## src/rtl/serial_demux16.sv

```systemverilog
// Serial-to-parallel demux: rebuilds a WIDTH-bit word sent LSB-first by a select-stepped mux.
// Optional DEMUX_PARITY_EN adds a trailing even-parity bit check and the parity_err output.
module serial_demux16 #(
  parameter int WIDTH = 16,  // power of two, equals 2**SEL_W
  parameter int SEL_W = 4
) (
  input  logic             clk,
  input  logic             rst,
  input  logic             start,
  input  logic             din,
  input  logic             din_valid,
  output logic [SEL_W-1:0] s,
  output logic [WIDTH-1:0] w,
  output logic             busy,
  output logic             done
`ifdef DEMUX_PARITY_EN
  ,
  output logic             parity_err
`endif
);

  // Handshake: din is consumed on any rising edge where din_valid=1 while a frame is
  // being collected; there is no back-pressure, and start always takes priority over data.
  typedef enum logic [1:0] {
    S_IDLE   = 2'd0,
    S_RECV   = 2'd1
`ifdef DEMUX_PARITY_EN
    ,
    S_PARITY = 2'd2
`endif
  } state_t;

  localparam logic [SEL_W-1:0] LAST_SLOT = SEL_W'(WIDTH - 1);

  state_t             state_q, state_d;
  logic [SEL_W-1:0]   s_d;
  logic [WIDTH-1:0]   shadow_q, shadow_d;
  logic [WIDTH-1:0]   w_d;
  logic               done_d;
`ifdef DEMUX_PARITY_EN
  logic               perr_d;
`endif

  always_ff @(posedge clk) begin
    if (rst) begin
      state_q  <= S_IDLE;
      s        <= '0;
      shadow_q <= '0;
      w        <= '0;
      done     <= 1'b0;
`ifdef DEMUX_PARITY_EN
      parity_err <= 1'b0;
`endif
    end else begin
      state_q  <= state_d;
      s        <= s_d;
      shadow_q <= shadow_d;
      w        <= w_d;
      done     <= done_d;
`ifdef DEMUX_PARITY_EN
      parity_err <= perr_d;
`endif
    end
  end

  always_comb begin
    state_d  = state_q;
    s_d      = s;
    shadow_d = shadow_q;
    w_d      = w;
    done_d   = 1'b0;
`ifdef DEMUX_PARITY_EN
    perr_d   = parity_err;
`endif
    case (state_q)
      S_IDLE: begin
        if (start) begin
          state_d  = S_RECV;
          s_d      = '0;
          shadow_d = '0;
        end
      end
      S_RECV: begin
        if (start) begin
          s_d      = '0;
          shadow_d = '0;
        end else if (din_valid) begin
          shadow_d[s] = din;
          s_d         = s + 1'b1;
          if (s == LAST_SLOT) begin
`ifdef DEMUX_PARITY_EN
            state_d = S_PARITY;
`else
            // Publish straight from the incoming bit so w lands on the same edge.
            w_d     = {din, shadow_q[WIDTH-2:0]};
            done_d  = 1'b1;
            state_d = S_IDLE;
`endif
          end
        end
      end
`ifdef DEMUX_PARITY_EN
      S_PARITY: begin
        if (start) begin
          state_d  = S_RECV;
          s_d      = '0;
          shadow_d = '0;
        end else if (din_valid) begin
          w_d     = shadow_q;
          done_d  = 1'b1;
          perr_d  = (^shadow_q) ^ din;
          state_d = S_IDLE;
        end
      end
`endif
      default: state_d = S_IDLE;
    endcase
  end

  assign busy = (state_q != S_IDLE);

endmodule

```

## config.mk

```make
export PLATFORM = sky130hd
export DESIGN_NAME = serial_demux16
export DESIGN_NICKNAME = d
export VERILOG_FILES = /design/src/rtl/serial_demux16.sv
export SDC_FILE = /design/constraint.sdc
export NUM_CORES = 1
export LEC_CHECK = 0
export CAP_MARGIN = 0
export CORE_UTILIZATION = 41
export DETAILED_ROUTE_END_ITERATION = 12
export GPL_TIMING_DRIVEN = 0
export SLEW_MARGIN = 20
export SYNTH_ARGS = -nofsm -noshare
export SYNTH_HDL_FRONTEND = slang
export SYNTH_SLANG_ARGS = --single-unit
```

## constraint.sdc

```tcl
create_clock -name clk -period 4.1 [get_ports clk]
set_input_delay 0.82 -clock clk [delete_from_list [all_inputs] [get_ports clk]]
set_output_delay 0.82 -clock clk [all_outputs]
set_load 0.05 [all_outputs]
```

==> results of run 1 <==
==> final cells by class <==
type | instances | area, sq um
Sequential cell | 37 | 741
Fill cell | 355 | 1890
Multi-Input combinational cell | 131 | 955
Timing Repair Buffer | 26 | 260
Clock buffer | 7 | 86.3
Tap cell | 50 | 62.6
Inverter | 3 | 11.3
Buffer | 11 | 50.0
==> sequential cells by signal, summed over array words and instances, names as in the netlist <==
signal / count
done: 1
s: 4
shadow_q: 15
state_q: 1
w: 16
==> cell families (layout without fill, tap and decap cells) <==
kind of cell,Yosys count,in the layout
compound gates,35,35
xor+xnor,2,2
fa+ha+maj,5,5
buf+inv,14,47
flops,37,37
mux,15,15
simple gates,74,74
==> worst paths after layout <==
| check | cells past startpoint | slack [ns] | endpoint | from |
|---|---|---|---|---|
| min reg2reg | 2 | 0.47 | w[6]$_SDFFE_PP0P_ | shadow_q[6]$_SDFFE_PP0P_ |
| max reg2reg | 5 | 2.18 | w[10]$_SDFFE_PP0P_ | s[1]$_SDFFE_PP0P_ |
| min | 2 | 0.47 | w[6]$_SDFFE_PP0P_ | shadow_q[6]$_SDFFE_PP0P_ |
| max | 1 | 1.66 | busy | state_q[0]$_SDFFE_PP0P_ |
==> metal layers <==
metal	vias up	wire length, microns	global-route usage (%)
met2	23	1760	29.9
met1	622	1750	23.3
li1	703	-	-
met4	0	66	7.18
met3	8	116	5.57
met5	-	0	0
==> where the power goes <==
group          switching (mW)  leakage [nW]  internal (mW)
Combinational          0.0292         0.424         0.0204
Sequential            0.00333         0.298          0.361
Clock                   0.119        0.0443          0.133
Total                   0.152         0.767          0.515
==> Yosys cell counts, drive strengths merged, types with 2 or more instances <==
master | number | area [sq um]
nor3 | 8 | 71.3
a22o | 15 | 131
nor2b | 3 | 18.8
and3 | 3 | 18.8
clkbuf | 9 | 33.8
a21oi | 2 | 10.0
nor2 | 3 | 11.3
mux2i | 15 | 150
ha | 5 | 62.6
and3b | 8 | 70.1
nand2 | 7 | 26.3
nor3b | 4 | 30.0
dfxtp | 37 | 741
o21ai | 16 | 80.1
buf | 2 | 16.3
inv | 3 | 11.3
nand3 | 3 | 20.0
nand2b | 32 | 200
==> flow_metrics.tcl, run 1 <==
set metrics [dict create \
    run_status "completed" \
    setup_viol_count_final 0 \
    ios 27 \
    number_of_resized_instances_in_the_post_cts_repair_step 0 \
    route.detailed.wl_per_inst_microns 13.9 \
    drc_violations_left 0 \
    antenna_cells 0 \
    holdCritPathClass "flip-flop to flip-flop" \
    grt_antenna_before_repair 0 \
    cp_data_arrival_time_ns 1.62 \
    synth_xor_area_share_pct 0.997 \
    worst_path_cell_chain "clkdlybuf4s50_1" \
    worst_path_dominant_cell_family "buffers and inverters" \
    static-leakage-power_nw 0.767 \
    first_global_vias 1250 \
    endpoint_kind_of_the_worst_setup_timing_path "output pin" \
    worst_path_maximum_fanout 7 \
    postSynthAreaPerCell_sq_um 9.65 \
    muxShareOfSynthArea_pct 8.55 \
    cp_slowest_cell "clkdlybuf4s50_1" \
    finalNetCount 225 \
    timing.final.hold_violations 0 \
    fin_crit_ns 2.44 \
    die_width_microns 67.5 \
    htreeDepth 2 \
    quantity_of_i_o_buffers_inserted_on_ports 26 \
    global_route.overflow_total 0 \
    grt_pass1_wl_microns 6080 \
    worst-path-buf-inv 1 \
    most-common-layout-cells "37 x dfxtp_1, 32 x nand2b_1, 26 x clkdlybuf4s50_1" \
    vias_per_cell 5.12 \
    rows 23 \
    max-slew-margin-rel_pct 65.0 \
    tightest_slew_ns 0.523 \
    placed_cells 258 \
    synth_enable_flop_cells 0 \
    dr.first_iter.drc_count 35 \
    clk-insertion-delay-late_ns 0.29 \
    max_freq_mhz 410 \
    final_cells 265 \
    wirelength_microns 3700 \
    dp_worst_setup_slack_ns 1.50 \
    synthSimpleGateAreaFrac_pct 27.6 \
    synth-compound-area-share_pct 13.6 \
    fp.dieArea_sq_um 4550 \
    cap_viol_max_count 0 \
    rsz0062_at_grt "no" \
    final_min_period_over_clock_period_pct 59.5 \
    tritoncts.num_buffers 5 \
    drtAntennaViolNets 0 \
    postCtsSetupRepairBufs 0 \
    power-per-cell-area_nw_per_um2 308 \
    final.setup_skew_ns 0.0111 \
    root_buffer "clkbuf_8" \
    placeableCoreArea_sq_um 4060 \
    ctsLongestPathBuffers 2 \
    synth_top_family_by_area "simple AND/OR/NAND/NOR gates" \
    floorplan.initialDensity_pct 43.3 \
    final_layout_size_suffix_gt1_share_pct 6.98 \
    p_total_mw 0.667 \
    share_of_synthesized_area_occupied_by_flip_flops_and_latches_pct 42.2 \
    drt_pass1_iterations 4 \
    synthDistinctLibCells 29 \
    mappedNetlistNets 192 \
    synth-adder-area-share_pct 3.56 \
    ys_ff_latch 37 \
    async_flop_share_pct 0 \
    postSynthCellCount 182 \
    cp_slowest_stage_delay_ns 0.86 \
    grt_start_max_net_pins 11 \
    fin_setup_tns_ns 0 \
    routabilityCongestion 0.866 \
    layout_commonest_cell "dfxtp_1" \
    synth_area_sq_um 1760 \
    place.detailed.hpwl_microns 2780 \
    area_growth_from_synthesis_to_layout_pct 23.3 \
    final_max_slew_viol_count 0 \
    timing.setup.critical_path_class "flip-flop to output pin" \
    setup_slack_ns 1.66 \
    cts.clk_slew.worst_paths_ns 0.07 \
    postLayoutCoreUtil_pct 53.4 \
    finalInstanceArea_sq_um 2170 \
    synth_warn 0 \
    irDropWorstVdd_v 0.000128 \
    required_ns 3.28 \
    placedInstanceArea_sq_um 2080 \
    holdBufCountCts 0 \
    worstSetupStartpointType "flip-flop" \
    cts_tree "done" \
    gr-usage-all-layers_pct 18.6 \
    die_y_microns 67.5 \
    fin_worst_hold_slack_ns 0.471 \
    routed-via-count 1356 \
    clock-sinks 37 \
    synth_flop_cell "dfxtp_1" \
]
Power figures use the tool's default switching activity.
==> run 2, diff against run 1 <==
clock period = 2.5 ns   (was 4.1 ns; I/O delays follow)
==> results of run 2 <==
Same layout as run 1 (identical final DEF). Status: completed.
Among the figures that moved: setup slack after placement 1.50 ns -> 0.223 ns; setup slack after layout 1.66 ns -> 0.379 ns; register-to-register setup slack 2.18 ns -> 0.58 ns; total power 0.667 mW -> 1.09 mW; worst IR drop on VDD 0.000128 V -> 0.000209 V
